<file path="src/rtl/uart_mmio_pkg.sv">
// ==========================================================================
// uart_mmio_pkg : shared address map and TX FSM encoding | Rev 1.0
// ==========================================================================
`default_nettype none

package uart_mmio_pkg;

    localparam logic [31:0] UART_CTRL_ADDR   = 32'h8000_0000;
    localparam logic [31:0] UART_RXSTAT_ADDR = 32'h8000_0004;
    localparam logic [31:0] UART_TX_ADDR     = 32'h8000_0008;
    localparam logic [31:0] UART_RX_ADDR     = 32'h8000_000C;
    localparam logic [31:0] CYCLE_CNT_ADDR   = 32'h8000_0010;
    localparam logic [31:0] CYCLE_RST_ADDR   = 32'h8000_0018;

    typedef enum logic [0:0] {
        TX_IDLE = 1'b0,
        TX_SEND = 1'b1
    } tx_state_e;

endpackage

`default_nettype wire

</file>
<file path="src/rtl/sync_fifo.sv">
// ==========================================================================
// sync_fifo : single-clock FIFO, extra-MSB pointers, head visible on dout | Rev 1.0
// ==========================================================================
`default_nettype none

module sync_fifo #(
    parameter int WIDTH = 8,
    parameter int DEPTH = 4
) (
    input  logic             clk,
    input  logic             reset_n,
    input  logic             push,
    input  logic [WIDTH-1:0] din,
    input  logic             pop,
    output logic [WIDTH-1:0] dout,
    output logic             full,
    output logic             empty
);

    localparam int AW = $clog2(DEPTH);

    logic [AW:0]      wr_ptr;
    logic [AW:0]      rd_ptr;
    logic [WIDTH-1:0] mem [DEPTH];
    logic             do_push;
    logic             do_pop;

    assign do_push = push & ~full;
    assign do_pop  = pop & ~empty;

    assign empty = (wr_ptr == rd_ptr);
    assign full  = (wr_ptr[AW] != rd_ptr[AW]) && (wr_ptr[AW-1:0] == rd_ptr[AW-1:0]);
    assign dout  = mem[rd_ptr[AW-1:0]];

    always_ff @(posedge clk or negedge reset_n) begin
        if (!reset_n) begin
            wr_ptr <= '0;
            rd_ptr <= '0;
        end else begin
            if (do_push) wr_ptr <= wr_ptr + (AW+1)'(1);
            if (do_pop)  rd_ptr <= rd_ptr + (AW+1)'(1);
        end
    end

    // Storage carries no reset: contents are only observable through valid pointers.
    always_ff @(posedge clk) begin
        if (do_push) mem[wr_ptr[AW-1:0]] <= din;
    end

endmodule

`default_nettype wire

</file>
<file path="src/rtl/uart_mmio_ctrl.sv">
// ==========================================================================
// uart_mmio_ctrl : CPU MMIO bridge to UART with TX/RX FIFOs; optional
// cycle counter via UART_MMIO_CYCLE_CNT_EN | Rev 1.0
// ==========================================================================
`default_nettype none

module uart_mmio_ctrl
    import uart_mmio_pkg::*;
#(
    parameter int TX_DEPTH = 4,
    parameter int RX_DEPTH = 8
) (
    input  logic        clk,
    input  logic        reset_n,
    input  logic [31:0] addr,
    input  logic [31:0] wdata,
    input  logic        we,
    input  logic        re,
    output logic [31:0] rdata,
    output logic        stall,
    output logic [7:0]  DataIn,
    output logic        DataInValid,
    input  logic        DataInReady,
    input  logic [7:0]  DataOut,
    input  logic        DataOutValid,
    output logic        DataOutReady
);

    tx_state_e   state;
    tx_state_e   state_nxt;
    logic        tx_full;
    logic        tx_empty;
    logic [7:0]  tx_dout;
    logic        tx_push;
    logic        tx_pop;
    logic        tx_done;
    logic        rx_full;
    logic        rx_empty;
    logic [7:0]  rx_dout;
    logic        rx_push;
    logic        rx_pop;
    logic        rx_ready_en;
    logic        overflow;
    logic        hit_tx;
    logic        rd_en;
    logic        unused_wdata;

    assign unused_wdata = ^wdata[31:8];

    // A store wins over a simultaneous load.
    assign rd_en   = re & ~we;
    assign hit_tx  = we & (addr == UART_TX_ADDR);
    assign stall   = hit_tx & tx_full;
    assign tx_push = hit_tx & ~tx_full;
    assign rx_pop  = rd_en & (addr == UART_RX_ADDR) & ~rx_empty;

    assign DataOutReady = rx_ready_en & ~rx_full;
    assign rx_push      = DataOutValid & DataOutReady;

    sync_fifo #(.WIDTH(8), .DEPTH(TX_DEPTH)) u_tx_fifo (
        .clk     (clk),
        .reset_n (reset_n),
        .push    (tx_push),
        .din     (wdata[7:0]),
        .pop     (tx_pop),
        .dout    (tx_dout),
        .full    (tx_full),
        .empty   (tx_empty)
    );

    sync_fifo #(.WIDTH(8), .DEPTH(RX_DEPTH)) u_rx_fifo (
        .clk     (clk),
        .reset_n (reset_n),
        .push    (rx_push),
        .din     (DataOut),
        .pop     (rx_pop),
        .dout    (rx_dout),
        .full    (rx_full),
        .empty   (rx_empty)
    );

    always_ff @(posedge clk or negedge reset_n) begin
        if (!reset_n) state <= TX_IDLE;
        else          state <= state_nxt;
    end

    always_comb begin
        state_nxt = state;
        tx_pop    = 1'b0;
        tx_done   = 1'b0;
        case (state)
            TX_IDLE: begin
                if (!tx_empty) begin
                    tx_pop    = 1'b1;
                    state_nxt = TX_SEND;
                end
            end
            TX_SEND: begin
                if (DataInReady) begin
                    if (!tx_empty) begin
                        tx_pop = 1'b1;
                    end else begin
                        tx_done   = 1'b1;
                        state_nxt = TX_IDLE;
                    end
                end
            end
            default: state_nxt = TX_IDLE;
        endcase
    end

    always_ff @(posedge clk or negedge reset_n) begin
        if (!reset_n) begin
            DataIn      <= 8'h00;
            DataInValid <= 1'b0;
        end else if (tx_pop) begin
            DataIn      <= tx_dout;
            DataInValid <= 1'b1;
        end else if (tx_done) begin
            DataInValid <= 1'b0;
        end
    end

    // A fresh overflow outranks the clearing status read so it is never lost.
    always_ff @(posedge clk or negedge reset_n) begin
        if (!reset_n) begin
            rx_ready_en <= 1'b0;
            overflow    <= 1'b0;
        end else begin
            rx_ready_en <= 1'b1;
            if (DataOutValid && rx_full)
                overflow <= 1'b1;
            else if (rd_en && (addr == UART_RXSTAT_ADDR))
                overflow <= 1'b0;
        end
    end

`ifdef UART_MMIO_CYCLE_CNT_EN
    logic [31:0] cycle_cnt;

    always_ff @(posedge clk or negedge reset_n) begin
        if (!reset_n)
            cycle_cnt <= 32'd0;
        else if (we && (addr == CYCLE_RST_ADDR))
            cycle_cnt <= 32'd0;
        else
            cycle_cnt <= cycle_cnt + 32'd1;
    end
`endif

    always_ff @(posedge clk or negedge reset_n) begin
        if (!reset_n) begin
            rdata <= 32'd0;
        end else if (rd_en) begin
            case (addr)
                UART_CTRL_ADDR:   rdata <= {30'd0, tx_empty & (state == TX_IDLE), ~tx_full};
                UART_RXSTAT_ADDR: rdata <= {30'd0, overflow, ~rx_empty};
                UART_RX_ADDR:     rdata <= rx_empty ? 32'd0 : {24'd0, rx_dout};
`ifdef UART_MMIO_CYCLE_CNT_EN
                CYCLE_CNT_ADDR:   rdata <= cycle_cnt;
`endif
                default:          rdata <= rdata;
            endcase
        end
    end

endmodule

`default_nettype wire
</file>
<file path="config.mk">
export PLATFORM = sky130hd
export DESIGN_NAME = uart_mmio_ctrl
export DESIGN_NICKNAME = d
export VERILOG_FILES = /design/src/rtl/uart_mmio_pkg.sv /design/src/rtl/sync_fifo.sv /design/src/rtl/uart_mmio_ctrl.sv
export SDC_FILE = /design/constraint.sdc
export NUM_CORES = 1
export LEC_CHECK = 0
export BUFFER_PORTS_ARGS = -buffer_cell sky130_fd_sc_hd__buf_2
export CAP_MARGIN = 20
export CELL_PAD_IN_SITES_DETAIL_PLACEMENT = 0
export CELL_PAD_IN_SITES_GLOBAL_PLACEMENT = 1
export CORE_ASPECT_RATIO = 1.25
export CORE_UTILIZATION = 45
export DETAILED_ROUTE_END_ITERATION = 6
export PLACE_DENSITY = 0.85
export SKIP_LAST_GASP = 1
export SYNTH_ARGS = -nofsm -noshare
export SYNTH_HDL_FRONTEND = slang
export SYNTH_SLANG_ARGS = --single-unit
</file>
<file path="constraint.sdc">
create_clock -name clk -period 6.3 [get_ports clk]
set_clock_uncertainty 0.15 [all_clocks]
set_input_delay 1.26 -clock clk [delete_from_list [all_inputs] [get_ports clk]]
set_output_delay 1.26 -clock clk [all_outputs]
set_load 0.01 [all_outputs]
</file>
Word level (Yosys, flattened, before mapping)
Memory sizes are Yosys's and may differ from the RTL's. A register that Yosys moved wholly into a read port is not among the register bits.
Cells that the tools add are included.
{"block": "op_classes", "n_reduce_logical": 9, "muxes": 18, "bitwise_logic": 19, "eq_ne": 10, "n_addsub": 4}
{"cell": "$eq A32 B32 Y1 const B", "count": 4}
{"cell": "$pmux W32 S3", "count": 1}
{"cell": "$mux W1", "count": 14}
{"cell": "$and A1 B1 Y1", "count": 13}
{"cell": "$add A4 B1 Y4 const B", "count": 2}
{"cell": "$mux W8", "count": 1}
{"cell": "$add A3 B1 Y3 const B", "count": 2}
{"cell": "$eq A3 B3 Y1", "count": 2}
{"cell": "$not A1 Y1", "count": 6}
{"cell": "$eq A4 B4 Y1", "count": 1}
{"cell": "$logic_and A1 B1 Y1", "count": 4}
{"cell": "$pmux W1 S2", "count": 2}
{"cell": "$reduce_bool A2 Y1", "count": 2}
{"cell": "$reduce_bool A3 Y1", "count": 1}
{"cell": "$eq A2 B2 Y1", "count": 1}
{"cell": "$ne A1 B1 Y1", "count": 2}
{"cell": "$reduce_and A2 Y1", "count": 1}
{"cell": "$logic_not A1 Y1", "count": 1}
{"block": "word_totals", "ram_bits": 96, "out_inout_bits": 43, "wordCells": 71, "mem_count": 2, "ff_bits": 50, "inputBits": 78}
{"memory": "u_rx_fifo.mem", "words": 8, "width": 8, "read_ports": 1, "rd_ports_with_merged_regs": 0, "write_ports": 1, "line": "sync_fifo.sv:24", "text": "logic [WIDTH-1:0] mem [DEPTH];"}
{"memory": "u_tx_fifo.mem", "words": 4, "width": 8, "read_ports": 1, "rd_ports_with_merged_regs": 1, "write_ports": 1, "line": "sync_fifo.sv:24"}

Logic depth before layout (Yosys ltp)
Gate-level depths: netlist (run 1).
{"block": "logic_depth", "word_depth": 8, "depth_mapped": 7, "mapped_depth_nobuf": 5}

By module
From an unflattened synthesis (run 1), not the netlist that was laid out.
{"block": "hier_totals", "cells_unflattened": 351, "area_unflattened_um2": 5908.2}
{"mod": "sync_fifo at u_rx_fifo", "seq_area_each_um2": 2122.0, "area_each_um2": 3094.2, "cells_each": 149, "n_inst": 1}
{"mod": "sync_fifo at u_tx_fifo", "seq_area_each_um2": 1111.1, "area_each_um2": 1629.1, "cells_each": 90, "n_inst": 1}
{"mod": "uart_mmio_ctrl", "seq_area_each_um2": 500.5, "area_each_um2": 1184.9, "cells_each": 112, "n_inst": 1}

Worst setup path before layout (run 1)
OpenSTA, ideal clock, no wires.
{"block": "synth_timing", "path_kind": "input port to output port", "from": "input port addr[25]", "to": "output port stall", "required_time_ns": 4.890, "slack_ns": 2.705, "arrival_time_ns": 2.185, "path_buffers": 0, "stages": 4, "path_cell_list": "nor4b_1 nand4_1 nor2_1 and4_1"}
{"block": "synth_via", "elab_chain_cells": 3}
{"item": "from (decl)", "line": "uart_mmio_ctrl.sv:15", "text": "input logic [31:0] addr,"}
{"item": "$eq A32 B32 Y1", "line": "uart_mmio_ctrl.sv:52", "text": "assign hit_tx = we & (addr == UART_TX_ADDR);"}
{"item": "$and A1 B1 Y1", "line": "uart_mmio_ctrl.sv:52"}
{"item": "$and A1 B1 Y1", "line": "uart_mmio_ctrl.sv:53", "text": "assign stall = hit_tx & tx_full;"}
{"item": "to (decl)", "line": "uart_mmio_ctrl.sv:20", "text": "output logic stall,"}
No other way between the ends.

Worst setup path in the final report (run 1)
{"block": "layout_timing", "from": "input port addr[0]", "to": "output port stall"}
Same word-level chain as after synthesis.

==> results.yml, run 1 <==
floorplan:
  die_width_um: 101
  io_pins: 121
  initial_util: 0.468
  floorplan.core_area_um2: 11700
  die-area_um2: 12600
  rows: 44
  chipHeight_um: 125
global_route:
  grt.overflow.total: 0
  grt_max_degree: 35
  grt_usage: 0.167
  first_global_vias: 2914
  grt_first_pass_wirelength_um: 15300
  initial_antenna_violation_count: 0
route:
  routed_wirelength_um: 9560
  vias: 2939
  avgRoutedWirePerCell_um: 16.8
  drt.antenna.violating_nets: 0
  drt_pass1_iterations: 4
  drt_iter0_markers: 144
  drc: 0
  via_per_inst: 5.17
synth:
  edff_count_synth: 96
  synthFlopType: "sky130_fd_sc_hd__edfxtp_1"
  post-synth-top-area-cell: "sky130_fd_sc_hd__edfxtp_1"
  seq_area_frac_synth: 0.680
  synth_top_cell_area_share: 0.525
  yosys-top-cells-area: "sky130_fd_sc_hd__edfxtp_1 (53%), sky130_fd_sc_hd__dfrtp_1 (16%), sky130_fd_sc_hd__mux4_2 (6.6%)"
  ffs_w_async_s_r_synth: 0.262
  synth.distinct_cells: 42
  syn-cell-area_um2: 5490
  syn_inst: 314
  synthesis.yosys.warnings: 0
  yosys_register_bits: 130
  syn-mean-instance-area_um2: 17.5
sta:
  setup-violations-final: 0
  fin_setup_tns_ps: 0
  slew_violations: 0
  fmax_ghz: 0.248
  fin_crit_sh: 0.640
  hold_violations: 0
  setup_repair_after_global_routing_missed_its_margin: "no"
  slew-limit-headroom: 0.336
  setup_slack_ps: 2270
  timing_worst_slew_pin_value_ps: 992
  min_period_ps: 4030
clock_network:
  tritoncts: "yes"
  clk_pin_slew_worst_paths_ps: 60
  cts_inserted_buffers: 17
  root_buffer: "sky130_fd_sc_hd__clkbuf_16"
  max-clock-path-buffers: 2
  cts_resized: 0
  clock_tree.htree_level_count: 4
  holdBufCountCts: 0
  worstSkewPairLatency_ps: 410
  cts.sinks: 130
  post-cts-setup-buffers: 0
worst_setup_path:
  timing.critical_path.to_type: "output port"
  rrSetupSlack_ps: 3230
  cp-startpoint: "addr[0]"
  timing.rr.end: "u_rx_fifo.mem[5][5]$_DFFE_PP_"
  crit_end: "stall"
  cp_data_required_time_ps: 4890
  worst-endpoint-arrival_ps: 2620
  worstSetupStartpointType: "primary input"
  worstSetupPathType: "primary input to output port"
  worst_r2r_startpoint: "u_rx_fifo.rd_ptr[0]$_DFFE_PN0P_"
  reg2regPathDepth: 5
  critical_path.max_fanout: 4
pwr:
  ir_worst_vdd_uv: 210
  leakage_nw: 2.46
  power_density_nw_per_um2: 360
  design_power_total_mw: 2.33
layout:
  sequential_area_um2: 3730
  num_antenna_cells: 0
  finish.net_count: 480
  drive_above_1_share: 0.314
  utilization: 0.552
  syn_to_final_growth_pct: 18.0
  multi_input_comb_area_um2: 1580
  filler_cell_count: 925
placed_design:
  place.detailed.hpwl_um: 6340
  placement.setup.worst_slack_ps: 2260
  placer_congestion: 0.690
  placement.io_buffers: 72
min_path:
  hp-class: "register to register"
outcome:
  status: "completed"
flow_run:
  cap_viol_max_count: 0
cell usage in the layout (no fill, tap or decap), types with 2 or more instances in the layout:
| master | synthesis | layout |
|---|---|---|
| sky130_fd_sc_hd__xnor2_1 | 10 | 10 |
| sky130_fd_sc_hd__and3_1 | 2 | 2 |
| sky130_fd_sc_hd__mux2_1 | 11 | 11 |
| sky130_fd_sc_hd__nor3_1 | 4 | 3 |
| sky130_fd_sc_hd__ha_1 | 7 | 7 |
| sky130_fd_sc_hd__mux4_1 | 8 | 8 |
| sky130_fd_sc_hd__nand3_1 | 2 | 2 |
| sky130_fd_sc_hd__inv_8 | 0 | 3 |
| sky130_fd_sc_hd__a22o_1 | 2 | 2 |
| sky130_fd_sc_hd__inv_6 | 0 | 6 |
| sky130_fd_sc_hd__buf_4 | 25 | 2 |
| sky130_fd_sc_hd__nor2_1 | 8 | 8 |
| sky130_fd_sc_hd__conb_1 | 2 | 25 |
| sky130_fd_sc_hd__mux2i_1 | 6 | 6 |
| sky130_fd_sc_hd__edfxtp_1 | 96 | 96 |
| sky130_fd_sc_hd__xor2_1 | 8 | 8 |
| sky130_fd_sc_hd__buf_2 | 3 | 72 |
| sky130_fd_sc_hd__nand2b_1 | 3 | 3 |
| sky130_fd_sc_hd__clkbuf_16 | 0 | 17 |
| sky130_fd_sc_hd__nand4_1 | 6 | 6 |
| sky130_fd_sc_hd__mux2_2 | 4 | 4 |
| sky130_fd_sc_hd__and2_1 | 5 | 5 |
| sky130_fd_sc_hd__o21ai_1 | 3 | 3 |
| sky130_fd_sc_hd__a21oi_1 | 2 | 2 |
| sky130_fd_sc_hd__nor4_1 | 7 | 7 |
| sky130_fd_sc_hd__o2bb2ai_1 | 6 | 6 |
| sky130_fd_sc_hd__nand2_1 | 8 | 8 |
| sky130_fd_sc_hd__clkinv_4 | 0 | 2 |
| sky130_fd_sc_hd__dfrtp_1 | 34 | 34 |
| sky130_fd_sc_hd__clkinvlp_4 | 0 | 2 |
| sky130_fd_sc_hd__inv_1 | 7 | 7 |
| sky130_fd_sc_hd__mux4_2 | 16 | 16 |
| sky130_fd_sc_hd__nor2b_1 | 2 | 2 |
metal layers:
layer / part of all wire / wire length (um) / track usage / up-vias
li1: - / - / - / 1337
met1: 0.40 / 3820 / 0.191 / 1496
met2: 0.53 / 5110 / 0.293 / 93
met3: 0.052 / 500 / 0.0458 / 13
met4: 0.014 / 131 / 0.0691 / 0
met5: 0 / 0 / 0 / -
power breakdown:
group / internal, mW / total [mW] / leakage [nW] / switching, mW
clock network: 0.521 / 0.912 / 0.272 / 0.392
registers: 1.01 / 1.10 / 1.28 / 0.0880
logic: 0.168 / 0.320 / 0.909 / 0.153
total: 1.70 / 2.33 / 2.46 / 0.632
synth_stat cells, types with 2 or more instances:
cell type / number
sky130_fd_sc_hd__edfxtp_1: 96
sky130_fd_sc_hd__dfrtp_1: 34
sky130_fd_sc_hd__buf_4: 25
sky130_fd_sc_hd__mux4_2: 16
sky130_fd_sc_hd__mux2_1: 11
sky130_fd_sc_hd__xnor2_1: 10
sky130_fd_sc_hd__mux4_1: 8
sky130_fd_sc_hd__nand2_1: 8
sky130_fd_sc_hd__nor2_1: 8
sky130_fd_sc_hd__xor2_1: 8
sky130_fd_sc_hd__ha_1: 7
sky130_fd_sc_hd__inv_1: 7
sky130_fd_sc_hd__nor4_1: 7
sky130_fd_sc_hd__mux2i_1: 6
sky130_fd_sc_hd__nand4_1: 6
sky130_fd_sc_hd__o2bb2ai_1: 6
sky130_fd_sc_hd__and2_1: 5
sky130_fd_sc_hd__mux2_2: 4
sky130_fd_sc_hd__nor3_1: 4
sky130_fd_sc_hd__buf_2: 3
sky130_fd_sc_hd__clkbuf_1: 3
sky130_fd_sc_hd__nand2b_1: 3
sky130_fd_sc_hd__o21ai_1: 3
sky130_fd_sc_hd__a21oi_1: 2
sky130_fd_sc_hd__a22o_1: 2
sky130_fd_sc_hd__and3_1: 2
sky130_fd_sc_hd__buf_6: 2
sky130_fd_sc_hd__conb_1: 2
sky130_fd_sc_hd__nand3_1: 2
sky130_fd_sc_hd__nor2b_1: 2
final cells by class:
class | instances | share of cell area
Timing Repair Buffer | 74 | 0.0580
Clock buffer | 17 | 0.0657
Multi-Input combinational cell | 165 | 0.243
Tap cell | 161 | 0.0311
Sequential cell | 130 | 0.577
Clock inverter | 15 | 0.0214
Inverter | 7 | 0.00406
cells by family after synthesis:
group,Yosys count,synth area share
XOR/XNOR,18,0.0287
multiplexers,45,0.146
adder cells (fa/ha/maj),7,0.0160
other,2,0.00137
AO/OA/AOI/OAI,16,0.0212
buffers and inverters,42,0.0495
flip-flops,130,0.680
AND/OR/NAND/NOR,54,0.0574
worst min path at each step:
stage,to,from,depth (start not counted)
after detailed placement,DataIn[1]$_DFFE_PN0P_,DataIn[1]$_DFFE_PN0P_,1
after floorplan,overflow$_DFFE_PN0P_,overflow$_DFFE_PN0P_,1
after global placement,DataIn[7]$_DFFE_PN0P_,DataIn[7]$_DFFE_PN0P_,1
final,DataIn[7]$_DFFE_PN0P_,DataIn[7]$_DFFE_PN0P_,1
after global routing,DataIn[2]$_DFFE_PN0P_,DataIn[2]$_DFFE_PN0P_,1
after CTS,DataIn[1]$_DFFE_PN0P_,DataIn[1]$_DFFE_PN0P_,1
worst max-delay path, stage by stage:
cell and delay [ps]:
sky130_fd_sc_hd__buf_2 90, sky130_fd_sc_hd__nor4_1 290, sky130_fd_sc_hd__nand4_1 280, sky130_fd_sc_hd__nor2_1 290, sky130_fd_sc_hd__and4_1 260, sky130_fd_sc_hd__buf_2 140
sequential cells by signal (all words and copies together) (netlist names):
signal	cells
u_rx_fifo.mem	64
DataInValid	1
u_tx_fifo.rd_ptr	3
u_tx_fifo.mem	32
DataIn	8
rx_ready_en	1
state	1
u_rx_fifo.wr_ptr	4
overflow	1
u_rx_fifo.rd_ptr	4
u_tx_fifo.wr_ptr	3
rdata	8
metrics by stage:
stage          cell area (um2)  std cells  hold slack (ps)
2_1_floorplan             5580        337              310
3_3_place_gp              5910        537              313
3_5_place_dp              5910        537              320
4_1_cts                   6480        569              333
5_1_grt                   6480        569              346
6_report                  6480        569              326
Note: power is estimated with default switching activity, not from simulation.
==> run 2: changes to the inputs <==
==> constraint.sdc (replaced) <==
create_clock -name clk -period 4.05 [get_ports clk]
set_clock_uncertainty 0.15 [all_clocks]
set_input_delay 0.81 -clock clk [delete_from_list [all_inputs] [get_ports clk]]
set_output_delay 0.81 -clock clk [all_outputs]
set_load 0.01 [all_outputs]
==> run 2 against run 1 <==
  * Sequential power grew 54%
  * Worst hold slack gained 3.5 ps
  * Die area is the same
  * Utilization grew 0.77 points
  * Critical path depth is the same
  * Critical endpoint unchanged
  * Sequential share of layout area shrank 0.79 points
  * Wire length grew 4.4%
  * Clock power grew 70%
  * Worst setup slack lost 1400 ps
  * First-iteration DRC count is the same
  * Final area grew 1.4%
  * Non-clock buffer count grew 6
==> results.yml, run 2 (synthesis results as in run 1) <==
worst_setup_path:
  worstSetupStartpointType: "primary input"
  worst_r2r_startpoint: "u_rx_fifo.rd_ptr[1]$_DFFE_PN0P_"
  critical_path.max_fanout: 4
  worstSetupPathType: "primary input to output port"
  cp_data_required_time_ps: 3090
  worst-endpoint-arrival_ps: 2180
  reg2regPathDepth: 5
  timing.critical_path.to_type: "output port"
  timing.rr.end: "u_rx_fifo.mem[2][3]$_DFFE_PP_"
  rrSetupSlack_ps: 1090
sta:
  slew-limit-headroom: 0.418
  fmax_ghz: 0.319
  fin_crit_sh: 0.775
  fin_setup_tns_ps: 0
  min_period_ps: 3140
  hold_violations: 0
  setup_repair_after_global_routing_missed_its_margin: "no"
  setup-violations-final: 0
  timing_worst_slew_pin_value_ps: 869
  slew_violations: 0
route:
  drt.antenna.violating_nets: 0
  drt_pass1_iterations: 4
  routed_wirelength_um: 9980
  via_per_inst: 5.12
  drt_iter0_markers: 144
  drc: 0
  avgRoutedWirePerCell_um: 17.4
  vias: 2942
placed_design:
  placer_congestion: 0.702
  placement.io_buffers: 72
  placed_cell_area_um2: 5960
  place.detailed.hpwl_um: 6380
layout:
  post-route-cell-area_um2: 6570
  largest_register_ff_count: 64
  syn_to_final_growth_pct: 19.6
  most_common_cell_after_layout_fill_and_taps_aside: "sky130_fd_sc_hd__edfxtp_1"
  num_antenna_cells: 0
  drive_above_1_share: 0.324
  finish.net_count: 486
  most-common-layout-cells: "sky130_fd_sc_hd__edfxtp_1 (96), sky130_fd_sc_hd__buf_2 (72), sky130_fd_sc_hd__dfrtp_1 (34)"
clock_network:
  holdBufCountCts: 0
  max-clock-path-buffers: 2
  cts.sinks: 130
  clk_pin_slew_worst_paths_ps: 60
  clock_tree.htree_level_count: 4
  tritoncts: "yes"
  post-cts-setup-buffers: 0
  cts_inserted_buffers: 17
  cts_resized: 0
  root_buffer: "sky130_fd_sc_hd__clkbuf_16"
  worstSkewPairLatency_ps: 410
pwr:
  netSwitchingPower_mw: 0.947
  power_frac_clock: 0.411
  switching_share: 0.251
  ir_worst_vdd_uv: 349
  power_report.internal_total_mw: 2.83
  power.share.sequential: 0.447
  power_density_nw_per_um2: 575
  leakage_nw: 2.52
  pwr-share-comb: 0.142
outcome:
  status: "completed"
global_route:
  first_global_vias: 2984
  grt_max_degree: 35
  grt.overflow.total: 0
  grt_usage: 0.173
  initial_antenna_violation_count: 0
  grt_first_pass_wirelength_um: 15800
min_path:
  hold_path_startpoint: "DataIn[5]$_DFFE_PN0P_"
  hp-class: "register to register"
  hold-path-endpoint: "DataIn[5]$_DFFE_PN0P_"
  min_delay_path_depth: 1
floorplan:
  die_width_um: 101
  floorplan.core_area_um2: 11700
  initial_util: 0.468
  io_pins: 121
  chipHeight_um: 125
  rows: 44
  die-area_um2: 12600
flow_run:
  cap_viol_max_count: 0
[run 2: cell count changes in the layout (fill, tap and decap cells not counted), sizes merged]
cell and change:
buf +6, clkbuf +1, inv -6, clkinvlp -1, clkinv +3, bufinv +3
[run 2: power groups by stage]
stage	combinational, mW	clock (mW)	sequential [mW]
final	0.536	1.55	1.69
after detailed placement	0.544	0	1.71
after global routing	0.602	1.63	1.71
after CTS	0.548	1.58	1.69
after global placement	0.527	0	1.71
after floorplan	0.405	0	1.68
[run 2: area by class of cell]
cell class | count | area (um2)
multi-input cells | 165 | 1580
clock inverters | 14 | 180
inverters | 7 | 26.3
flip-flops and latches | 130 | 3730
repair buffers | 80 | 420
well taps | 161 | 201
fillers | 918 | 5160
clock buffers | 18 | 429
[run 2: through the flow]
stage / utilization / power [mW] / cells / setup slack [ps] / hold WS [ps]
after floorplan: - / 2.08 / 337 / 1360 / 310
after detailed placement: 0.508 / 2.26 / 543 / 875 / 319
final: 0.560 / 3.77 / 575 / 913 / 330
after global routing: 0.560 / 3.94 / 575 / 736 / 356
after CTS: 0.560 / 3.81 / 575 / 904 / 332
after global placement: 0.508 / 2.23 / 543 / 938 / 313
[run 2: critical path, cell delays in order]
cell	delay, ps
sky130_fd_sc_hd__buf_2	90
sky130_fd_sc_hd__nor4b_1	310
sky130_fd_sc_hd__nand4_1	290
sky130_fd_sc_hd__nor2_1	290
sky130_fd_sc_hd__and4_1	250
sky130_fd_sc_hd__buf_2	140
[run 2: how the worst max path moves through the flow]
stage	start	to	slack, ps	depth (start not counted)
after floorplan	addr[25]	stall	1360	4
after global placement	addr[18]	u_tx_fifo.mem[3][3]$_DFFE_PP_	940	5
after detailed placement	addr[25]	u_tx_fifo.mem[3][0]$_DFFE_PP_	870	5
after CTS	addr[25]	stall	900	6
after global routing	addr[25]	stall	740	6
final	addr[25]	stall	910	6
[run 2: routing by layer]
metal	part of all wire	track usage	up-vias
met5	0	0	-
met4	0.018	0.0656	0
met3	0.047	0.0464	15
met2	0.55	0.311	100
met1	0.39	0.194	1483
li1	-	-	1344
